`src/rtl/znc_branch.sv`:
```
// Conditional-branch sequencer: PC plus ZNC flag register; a taken branch lands on pc one cycle after accept.
// Backpressure: ins_ready drops for the single FLUSH cycle after a taken branch and permanently in HALT.
module znc_branch #(
   parameter logic [15:0] RESET_PC = 16'h0000,
   parameter logic [3:0]  BR_OP    = 4'hB
) (
   input  logic        clk,
   input  logic        rst_n,
   input  logic        flag_we,
   input  logic [2:0]  flag_in,
   input  logic [15:0] ins,
   input  logic        ins_valid,
   output logic        ins_ready,
   output logic [15:0] pc,
   output logic [2:0]  znc,
   output logic        redirect,
   output logic        halted,
   output logic [7:0]  taken_cnt
);

   typedef enum logic [1:0] {
      RUN   = 2'd0,
      FLUSH = 2'd1,
      HALT  = 2'd2
   } state_t;

   typedef struct packed {
      logic       is_halt;
      logic       is_br;
      logic [2:0] mask;
      logic       pol;
      logic [7:0] off;
   } dec_t;

   state_t      state, state_nxt;
   logic [15:0] pc_nxt;
   logic [7:0]  cnt_nxt;
   dec_t        dec;
   logic        accept;
   logic [2:0]  flags_eff;
   logic        cond;
   logic        taken;
   logic [15:0] off_ext;

   // All-ones is halt even if BR_OP happens to be 4'hF.
   always_comb begin
      dec         = '0;
      dec.is_halt = (ins == 16'hFFFF);
      dec.is_br   = (ins[15:12] == BR_OP) && !dec.is_halt;
      dec.mask    = ins[11:9];
      dec.pol     = ins[8];
      dec.off     = ins[7:0];
   end

   assign ins_ready = (state == RUN);
   assign accept    = ins_valid && ins_ready;
   assign flags_eff = flag_we ? flag_in : znc;
   assign cond      = (dec.mask == 3'b000) ? 1'b1
                                           : (((flags_eff & dec.mask) != 3'b000) ^ dec.pol);
   assign taken     = accept && dec.is_br && cond;
   assign off_ext   = {{8{dec.off[7]}}, dec.off};

   always_comb begin
      state_nxt = state;
      pc_nxt    = pc;
      cnt_nxt   = taken_cnt;
      case (state)
         RUN: begin
            if (accept) begin
               if (dec.is_halt) begin
                  state_nxt = HALT;
               end else if (taken) begin
                  pc_nxt    = pc + off_ext;
                  state_nxt = FLUSH;
                  cnt_nxt   = (taken_cnt == 8'hFF) ? taken_cnt : taken_cnt + 8'd1;
               end else begin
                  pc_nxt = pc + 16'd1;
               end
            end
         end
         FLUSH:   state_nxt = RUN;
         HALT:    state_nxt = HALT;
         default: state_nxt = RUN;
      endcase
   end

   always_ff @(posedge clk) begin
      if (!rst_n) begin
         state     <= RUN;
         pc        <= RESET_PC;
         znc       <= 3'b000;
         taken_cnt <= 8'd0;
      end else begin
         state     <= state_nxt;
         pc        <= pc_nxt;
         taken_cnt <= cnt_nxt;
         if (flag_we) begin
            znc <= flag_in;
         end
      end
   end

   assign redirect = (state == FLUSH);
   assign halted   = (state == HALT);

endmodule

```
`config.mk`:
```
export PLATFORM = sky130hd
export DESIGN_NAME = znc_branch
export DESIGN_NICKNAME = d
export VERILOG_FILES = /design/src/rtl/znc_branch.sv
export SDC_FILE = /design/constraint.sdc
export NUM_CORES = 1
export LEC_CHECK = 0
export ABC_AREA = 1
export BUFFER_PORTS_ARGS = -buffer_cell sky130_fd_sc_hd__buf_4
export CAP_MARGIN = 20
export CORE_UTILIZATION = 58
export DETAILED_ROUTE_END_ITERATION = 10
export HOLD_SLACK_MARGIN = 0.02
export PLACE_DENSITY = 0.95
export SLEW_MARGIN = 20
export SYNTH_ARGS = -nofsm -noshare
export SYNTH_HDL_FRONTEND = slang
export SYNTH_SLANG_ARGS = --single-unit
```
`constraint.sdc`:
```
create_clock -name clk -period 4.5 [get_ports clk]
set_clock_uncertainty 0.15 [all_clocks]
set_input_delay 0.45 -clock clk [delete_from_list [all_inputs] [get_ports clk]]
set_output_delay 0.45 -clock clk [all_outputs]
set_load 0.1 [all_outputs]
```
==> flow_metrics.tcl, run 1 <==
set metrics [dict create \
    relSlewSlack_pct 55.3 \
    hold_viol 0 \
    placementRows 21 \
    cts_sinks 29 \
    routed_wl_mm 5.40 \
    tns_ps 0 \
    synth_compound_area_share_pct 14.8 \
    final_util_pct 77.9 \
    drtIter0Drc 122 \
    worstSetupPathType "primary input to register" \
    cts_tree "built" \
    crit_fanout 8 \
    synth_top_cell_by_area "dfxtp_1" \
    grt_max_degree 31 \
    async_reset_ff_share_pct 0 \
    rsz0062_at_grt "no" \
    slew_viol_final 0 \
    synth_cell_types 34 \
    avgSynthCellArea_um2 6.75 \
    yosys.area_share.xor_xnor_pct 6.10 \
    drive_above_1_share_pct 22.7 \
    grt_pass1_vias 2240 \
    num_vias 2273 \
    ir_drop_mv 0.184 \
    busiest_layer "met2" \
    yosysTopAreaCellShare_pct 27.0 \
    area_growth_pct 24.5 \
    synth_adder_area_share_pct 10.2 \
    use_met3_pct 6.93 \
    critPathLaunchType "primary input" \
    drt_pass1_iterations 4 \
    worstMarginPinSlew_ps 669 \
    r2r-start "znc[2]" \
    rr_endpoint "pc[10]" \
    reg2reg_setup_slack_ps 1370 \
    powerDensity_nw_per_um2 266 \
    crit_path_end_kind "register" \
    clkTransAtPathRegs_ps 70 \
    pin_count 53 \
    cts_resized 0 \
    grt_antenna_before_repair 0 \
    min_to "state[1]" \
    start_util_pct 62.6 \
    die_area_um2 3960 \
    p_leak_uw 0.00141 \
    synth_ff_type "dfxtp_1" \
    post-route-period-util_pct 70.0 \
    max_freq_mhz 318 \
    min_from "ins_valid" \
    use_met2_pct 52.8 \
    required_ps 4540 \
    ant_nets 0 \
    portBuffers 52 \
    post_cts_buffers 0 \
    dieHeight_um 62.9 \
    cts_made_buffers 5 \
    remaining_drc_errors 0 \
    synthSimpleGateAreaFrac_pct 31.4 \
    whs_path_depth 3 \
    hold_class "primary input to register" \
    die_w_um 62.9 \
    yosysWarnings 0 \
    arrival_ps 3190 \
    synth_top_family_by_area "simple AND/OR/NAND/NOR gates" \
    dpl.hpwl_mm 4.14 \
    layout_common_cells "nand2_1 (67), buf_4 (53), inv_1 (48)" \
    synth.area.mux_share_pct 0 \
    met1_usage_pct 32.4 \
    outcome "finished, final reports clean" \
    grt.total_usage_pct 29.7 \
    finalSetupViolCount 0 \
    overflow 0 \
    ys_ff_latch 29 \
    syn_inst 319 \
    drt-vias-per-instance 5.40 \
    clk-insertion-delay-late_ps 290 \
    finalWeightedCongestion 0.943 \
    cap_violations 0 \
    ys_top_cells_by_area "dfxtp_1 (27%), nand2_1 (12%), ha_1 (9.3%), inv_1 (8.4%), nor2_1 (6.6%)" \
    cts-htree-levels 2 \
    yosysSeqAreaShare_pct 27.0 \
    root_buffer "clkbuf_8" \
    cts_hold_buf 0 \
    final_common_cell "nand2_1" \
    r2r_cells 20 \
    synth_edf_count 0 \
    fin_crit_ps 3150 \
    clockBufferDepth 2 \
    num-nets-final 414 \
    grt_pass1_wl_mm 9.39 \
    netlist_area_um2 2150 \
    wl_per_cell_um 12.8 \
    core_area_um2 3440 \
    diodes 0 \
    synth_fp_nets 359 \
]
==> synthesized netlist by cell type, types with 2 or more instances <==
library cell  instances
nand2_1              67
nand4_1               7
a21oi_2               7
clkinv_4              2
o21ai_1               2
nand2_2               8
nor2_1               38
xnor2_1               7
a21oi_1              22
dfxtp_1              29
buf_1                 2
ha_1                 16
nand3b_1              2
inv_1                48
a31oi_1               3
xor2_1                8
nor3_1                4
o21ai_0              17
nand2_4               2
nand3_1              14
==> power by group <==
group          internal [uW]  leakage (uW)  switching, uW
Sequential               268      0.000238           9.57
Combinational           52.6       0.00111            142
Clock                    138     0.0000542            102
==> through the flow <==
step	instances	worst slack [ps]	cell area (um^2)	hold WS (ps)	total power, uW
2_1_floorplan	319	1010	2150	438	425
3_3_place_gp	413	1220	2580	335	472
3_5_place_dp	413	1100	2580	357	477
4_1_cts	421	1380	2680	321	717
5_1_grt	421	946	2680	331	744
6_report	421	1350	2680	320	712
==> logic make-up (layout without fill, tap and decap cells) <==
logic type                 after synthesis  after routing
and+or+nand+nor                        148            148
AOI/OAI and AO/OA                       55             55
buffers and inverters                   55            111
DFF                                     29             29
adders and majority gates               17             17
xor gates and xnor gates                15             15
==> per-layer routing <==
layer  wire length (um)  vias up
met4                165        0
li1                   -     1133
met2               2620       88
met3                381       19
met5                  0        -
met1               2230     1033
==> registers in the layout, indices dropped and copies added, names as in the netlist <==
| signal | cells |
|---|---|
| state | 2 |
| pc | 16 |
| znc | 3 |
| taken_cnt | 8 |
==> cell type report <==
type | instances | area [um^2]
clock buffer | 7 | 96.3
fill | 250 | 761
sequential | 29 | 581
timing repair buffer | 53 | 398
inverter | 50 | 198
multi-input combinational | 235 | 1350
tap | 46 | 57.6
clock inverter | 1 | 5.00
==> critical path: stages <==
cell	delay, ps
buf_4	120
inv_1	80
nand2_1	80
nand3_1	90
nand3_1	80
nand2_1	60
nand3_1	160
nand2_4	170
or2_2	130
ha_1	180
inv_1	70
fa_1	400
nand3b_1	180
nand2_1	110
a21boi_2	80
o21ai_0	320
nand3_1	150
nand3_1	110
nand3_1	80
nand2_1	70
inv_1	30
==> how the worst max path moves through the flow <==
stage / startpoint / endpoint / slack, ps / depth (start not counted)
2_1_floorplan: znc[2] / pc[12] / 1010 / 19
3_3_place_gp: flag_we / pc[10] / 1220 / 21
3_5_place_dp: flag_we / pc[10] / 1100 / 21
4_1_cts: flag_we / pc[10] / 1380 / 21
5_1_grt: znc[2] / pc[12] / 950 / 20
6_report: flag_we / pc[10] / 1350 / 21
Note: power is estimated with default switching activity, not from simulation.
==> run 2, diff against run 1 <==
- ABC_AREA: 1 -> 0
- CORE_UTILIZATION: 58 -> 48
- PLACE_DENSITY: 0.95 -> 0.85
- clock period: 4.5 -> 2.6 ns (I/O delays scaled with it)
==> run 2 against run 1 <==
  * The flow now finishes with violations (negative setup slack)
  * Design area grew 22%
  * Critical path depth fell by 6
  * Synthesized cell count down 20%
  * Cell count down 1.2%
  * Count of clock-buffer cells in the layout is the same
  * Wire length is 45% higher
  * Register-to-register slack lost 2000 ps
  * Sequential power up 66%
  * Global-route usage increased by 2.5 points
  * Combinational power rose by 31%
  * Largest power group is now the clock network
  * Highest routed layer unchanged
==> flow_metrics.tcl, run 2 <==
set metrics [dict create \
    outcome "finished with violations" \
    violations "negative setup slack" \
    avgSynthCellArea_um2 8.19 \
    fin_crit_ps 3270 \
    grt_antenna_before_repair 0 \
    r2r-start "znc[2]" \
    root_buffer "clkbuf_8" \
    cts_hold_buf 0 \
    synth.area.mux_share_pct 5.45 \
    tns_ps -7150 \
    rsz0062_at_grt "yes" \
    synth_adder_area_share_pct 10.5 \
    synth_fp_nets 295 \
    synth_compound_area_share_pct 24.9 \
    cts_made_buffers 5 \
    yosysMostFrequentCell "dfxtp_1" \
    synth_cell_types 50 \
    p_sw_uw 354 \
    rr_endpoint "pc[6]" \
    powerDensity_nw_per_um2 371 \
    worstMarginPinSlew_ps 776 \
    pin_count 53 \
    stdcell_area_um2 3280 \
    grt_pass1_wl_mm 10.9 \
    placed_area_um2 2990 \
    wl_per_cell_um 18.8 \
    remaining_drc_errors 0 \
    largest_reg_flops 16 \
    placementRows 23 \
    finalWeightedCongestion 0.944 \
    diodes 0 \
    yosysTopAreaCellShare_pct 27.8 \
    cap_violations 0 \
    layout_common_cells "buf_4 (108), dfxtp_1 (26), nand2_1 (22)" \
    finalSetupViolCount 15 \
    synth_ff_type "dfxtp_1" \
    routed_wl_mm 7.84 \
    hold_class "primary input to register" \
    r2r_cells 15 \
    crit_path_end_kind "register" \
    dpl_worst_slack_ps -760 \
    syn_inst 255 \
    top_regs "pc x16, taken_cnt x8, znc x3" \
    ys_top_cells_by_count "dfxtp_1 (29), a21oi_1 (26), nand2_1 (22)" \
    use_met2_pct 53.4 \
    min_from "flag_in[1]" \
    critPathLaunchType "register" \
    core_area_um2 4090 \
    portBuffers 52 \
    drive_above_1_share_pct 44.8 \
    grt_pass1_vias 2425 \
    clk-insertion-delay-late_ps 290 \
    post-route-period-util_pct 126 \
    required_ps 2650 \
    die_area_um2 4620 \
    yosysWarnings 0 \
    yosys.area_share.xor_xnor_pct 3.36 \
    async_reset_ff_share_pct 0 \
    grt.total_usage_pct 32.2 \
    clockBufferDepth 2 \
    use_met3_pct 8.83 \
    overflow 0 \
    die_w_um 68.0 \
    netlist_area_um2 2090 \
    start_util_pct 51.1 \
    ys_ff_latch 29 \
    synth_edf_count 0 \
    num_vias 2664 \
    max_freq_mhz 306 \
    dpl.hpwl_mm 4.90 \
    top_register "pc" \
    ant_nets 0 \
    cts_sinks 29 \
    synth_top_cell_by_area "dfxtp_1" \
    drt_pass1_iterations 5 \
    worstSetupPathType "register to register" \
    startpoint "znc[2]" \
    cts_tree "built" \
    relSlewSlack_pct 47.6 \
    share_seq_of_total_power_pct 37.9 \
    internal_power_uw 863 \
    grt_max_degree 19 \
    arrival_ps 3320 \
    p_clk_share_pct 41.1 \
    ys_top_cells_by_area "dfxtp_1 (28%), ha_1 (9.6%), a21oi_1 (6.2%), nand2_1 (4.0%), and2_1 (3.0%)" \
    met1_usage_pct 36.7 \
    switching_share_pct 29.1 \
    cts-htree-levels 2 \
    drtIter0Drc 270 \
    num-nets-final 405 \
    drt-vias-per-instance 6.40 \
    dieHeight_um 68.0 \
    synthSimpleGateAreaFrac_pct 24.3 \
    layout_setup_ws_ps -673 \
    area_growth_pct 57.0 \
    cp-endpoint "pc[6]" \
    busiest_layer "met2" \
    yosysSeqAreaShare_pct 27.8 \
    clkTransAtPathRegs_ps 70 \
    p_leak_uw 0.00151 \
    slew_viol_final 0 \
    combPwrFrac_pct 21.0 \
    crit_fanout 3 \
    hold_viol 0 \
    reg2reg_setup_slack_ps -670 \
    final_common_cell "buf_4" \
    ir_drop_mv 0.308 \
    synth_top_family_by_area "compound AO/OA/AOI/OAI gates" \
]
run 2: cell count changes in the layout (fill, tap and decap cells not counted), moves of 5 or more:
| cell | previous run | this run |
|---|---|---|
| a21oi_1 | 22 | 17 |
| o211ai_1 | 1 | 7 |
| o21a_1 | 0 | 5 |
| and2_1 | 0 | 7 |
| nand2_1 | 67 | 22 |
| xor2_1 | 8 | 2 |
| nor2_1 | 38 | 9 |
| mux2i_1 | 0 | 5 |
| nand2_2 | 8 | 0 |
| buf_4 | 53 | 108 |
| o21ai_0 | 17 | 5 |
| inv_1 | 48 | 11 |
run 2: cell families after synthesis:
| logic type | Yosys count |
|---|---|
| XOR/XNOR | 8 |
| AND/OR/NAND/NOR | 96 |
| flip-flops | 29 |
| adder cells (fa/ha/maj) | 17 |
| AO/OA/AOI/OAI | 76 |
| buffers and inverters | 20 |
| multiplexers | 9 |
run 2: worst max-delay path, cell delays in order (launching register included):
cell,delay (ps)
dfxtp_4,340
mux2_4,280
a22oi_4,220
mux2i_4,300
nor2_4,70
or3_4,340
ha_4,180
inv_2,60
fa_2,210
nor2b_2,50
o21ai_2,150
a21oi_2,80
buf_4,150
o21a_1,190
o21a_1,170
o31ai_1,200
run 2: final cells by class:
cell class	instances	area, um^2
Timing Repair Buffer	110	833
Clock buffer	7	86.3
Inverter	13	48.8
Fill cell	232	807
Tap cell	50	62.6
Multi-Input combinational cell	206	1630
Sequential cell	29	592
Clock inverter	1	30.0
run 2: worst min-delay path by stage:
stage	to	slack (ps)	cells after the start
floorplan	znc[0]	280	2
global placement	pc[15]	300	2
detailed placement	pc[15]	320	2
CTS	pc[9]	190	3
global route	znc[1]	200	2
finish	znc[1]	190	3
run 2: repair_timing:
item | in CTS | in global routing
buffers inserted | 5 | 0
resized for setup | 10 | 22
setup endpoints to repair | 13 | 15
pin swaps | 7 | 16
endpoints found under the hold margin | 0 | 0
run 2: stage by stage:
stage          hold WS, ps  instances  utilization (%)  total power (uW)
2_1_floorplan          275        255                -               606
3_3_place_gp           304        404             73.1               693
3_5_place_dp           324        404             73.1               698
4_1_cts                189        417             77.9              1200
5_1_grt                201        416             80.3              1250
6_report               189        416             80.3              1220
run 2: power by group through the flow:
stage / clock (uW) / sequential, uW / combinational, uW
6_report: 500 / 461 / 255
5_1_grt: 524 / 461 / 267
3_5_place_dp: 0 / 469 / 230
3_3_place_gp: 0 / 469 / 225
2_1_floorplan: 0 / 528 / 78.3
4_1_cts: 501 / 459 / 239
run 2: layer usage:
layer / part of all wire (%) / vias up
met1: 37 / 1245
li1: - / 1165
met5: 0 / -
met4: 5.7 / 0
met3: 9.6 / 58
met2: 48 / 196
==> run 3, diff against run 2 <==
- SETUP_SLACK_MARGIN: unset -> 0.15
==> run 3 against run 2 <==
  * The run still ends with negative setup slack left
  * Via count down 0.34%
  * Combinational power up 3%
  * Setup slack worse by 140 ps
  * Largest cell class unchanged
==> flow_metrics.tcl, run 3 (synthesized netlist as in run 2, its figures left out) <==
set metrics [dict create \
    outcome "finished with violations" \
    violations "negative setup slack" \
    start_util_pct 51.1 \
    area_growth_pct 59.4 \
    dieHeight_um 68.0 \
    path_delay_family "compound AO/OA/AOI/OAI gates" \
    placed_area_um2 2970 \
    crit_path_end_kind "register" \
    r2r-start "znc[2]" \
    fillers 212 \
    remaining_drc_errors 0 \
    ant_nets 0 \
    layout_setup_ws_ps -809 \
    wl_per_cell_um 19.5 \
    arrival_ps 3440 \
    root_buffer "clkbuf_8" \
    grt_pass1_wl_mm 10.5 \
    core_area_um2 4090 \
    whs_path_depth 3 \
    drtIter0Drc 311 \
    drt-vias-per-instance 6.40 \
    grt_pass1_vias 2336 \
    required_ps 2630 \
    r2r_cells 15 \
    relSlewSlack_pct 52.6 \
    drive_above_1_share_pct 46.6 \
    pin_count 53 \
    portBuffers 52 \
    crit_buf_inv 2 \
    cts-htree-levels 2 \
    reg2reg_setup_slack_ps -810 \
    cpPeakStageDelay_ps 370 \
    min_from "flag_in[1]" \
    grt_antenna_before_repair 0 \
    cts_sinks 29 \
    clockBufferDepth 2 \
    dpl_worst_slack_ps -719 \
    p_leak_uw 0.00151 \
    die_w_um 68.0 \
    hold_viol 0 \
    rr_endpoint "pc[12]" \
    num-nets-final 404 \
    worstSetupPathType "register to register" \
    max_freq_mhz 293 \
    finalSetupViolCount 15 \
    cts_made_buffers 5 \
    grt_max_degree 19 \
    clkTransAtPathRegs_ps 70 \
    top_register "pc" \
    top_regs "pc x16, taken_cnt x8, znc x3" \
    cap_violations 0 \
    timing.hold.ws_ps 179 \
    finalWeightedCongestion 1.02 \
    drt_pass1_iterations 5 \
    dpl.hpwl_mm 4.54 \
    die_area_um2 4620 \
    powerDensity_nw_per_um2 367 \
    largest_reg_flops 16 \
    clk-insertion-delay-late_ps 300 \
    critPathLaunchType "register" \
    rsz0062_at_grt "yes" \
    fin_crit_ps 3410 \
    cp_cell_sequence "mux2_4, a22oi_4, mux2i_4, nor2_4, nor2_4, nand2_1, fa_2, nor2b_2, o21ai_2, a21oi_2, o211ai_1, buf_4, buf_4, a21oi_1, o211ai_1" \
    cp_slowest_cell "fa_2" \
    slew_viol_final 0 \
    overflow 0 \
    diodes 0 \
    hold_class "primary input to register" \
    grt.total_usage_pct 31.0 \
    ir_drop_mv 0.272 \
    layout_common_cells "buf_4 (107), dfxtp_1 (24), nand2_1 (22)" \
    post-route-period-util_pct 131 \
    fin_total_pwr_uw 1220 \
    cts_tree "built" \
    min_to "znc[1]" \
    final_common_cell "buf_4" \
    worstMarginPinSlew_ps 701 \
    num_vias 2655 \
    routed_wl_mm 8.08 \
    placementRows 23 \
    stdcell_area_um2 3330 \
    crit_fanout 7 \
]
-- run 3: cell types whose count changed in the layout (fill, tap and decap cells not counted), moves of 2 or more --
cell and change:
dfxtp_1 -2, ha_4 +2, dfxtp_2 +2, and2_4 +2
a21oi_1 +2, and2_1 -2, ha_1 -2, a21oi_2 -2
-- run 3: how the worst max path moves through the flow --
stage,startpoint,cells after the start,to,slack (ps)
floorplan,znc[2],14,pc[14],-660
CTS,znc[2],15,pc[6],-590
global route,znc[2],15,pc[12],-910
detailed placement,flag_we,14,pc[15],-720
finish,znc[2],15,pc[12],-810
global placement,flag_we,14,pc[15],-640
-- run 3: cell type report --
| cell class | instances | area, um^2 | share of cell area, % |
|---|---|---|---|
| clock buffer | 7 | 86.3 | 2.59 |
| clock inverter | 1 | 30.0 | 0.902 |
| inverter | 13 | 48.8 | 1.47 |
| multi-input combinational | 206 | 1680 | 50.5 |
| sequential | 29 | 594 | 17.9 |
| tap | 50 | 62.6 | 1.88 |
| timing repair buffer | 109 | 826 | 24.8 |
-- run 3: layer usage --
metal / global-route usage (%) / share of wire, % / wire [um] / vias to the layer above
met4: 21.9 / 6.3 / 506 / 0
met2: 48.4 / 48 / 3900 / 198
met5: 0 / 0 / 0 / -
li1: - / - / - / 1162
met3: 8.50 / 9.3 / 750 / 57
met1: 36.2 / 36 / 2930 / 1238
-- run 3: stage by stage --
| step | instances | setup TNS (ps) | util [%] |
|---|---|---|---|
| global placement | 401 | -6460 | 72.7 |
| finish | 415 | -7860 | 81.5 |
| global route | 415 | -9570 | 81.5 |
| detailed placement | 401 | -7630 | 72.7 |
| floorplan | 255 | -6140 | - |
| CTS | 411 | -6370 | 76.9 |
-- run 3: timing repair --
action,4_1_cts,5_1_grt
buffers inserted,2,4
resized for setup,8,31
hold buffers,0,0
pin swaps,9,24
setup endpoints to repair,15,15
-- run 3: report_power, final --
part           total [uW]  leakage (uW)  switching [uW]  internal, uW
Sequential            461      0.000238            9.20           452
Combinational         262       0.00121             159           103
Clock                 498     0.0000585             186           312
-- run 3: worst reg2reg max path, cell delays in order (launching register included) --
cell and delay (ps):
dfxtp_4 340, mux2_4 280, a22oi_4 220, mux2i_4 300, nor2_4 60, nor2_4 190, nand2_1 110, fa_2 370
nor2b_2 140, o21ai_2 90, a21oi_2 230, o211ai_1 130, buf_4 180, buf_4 140, a21oi_1 230, o211ai_1 130
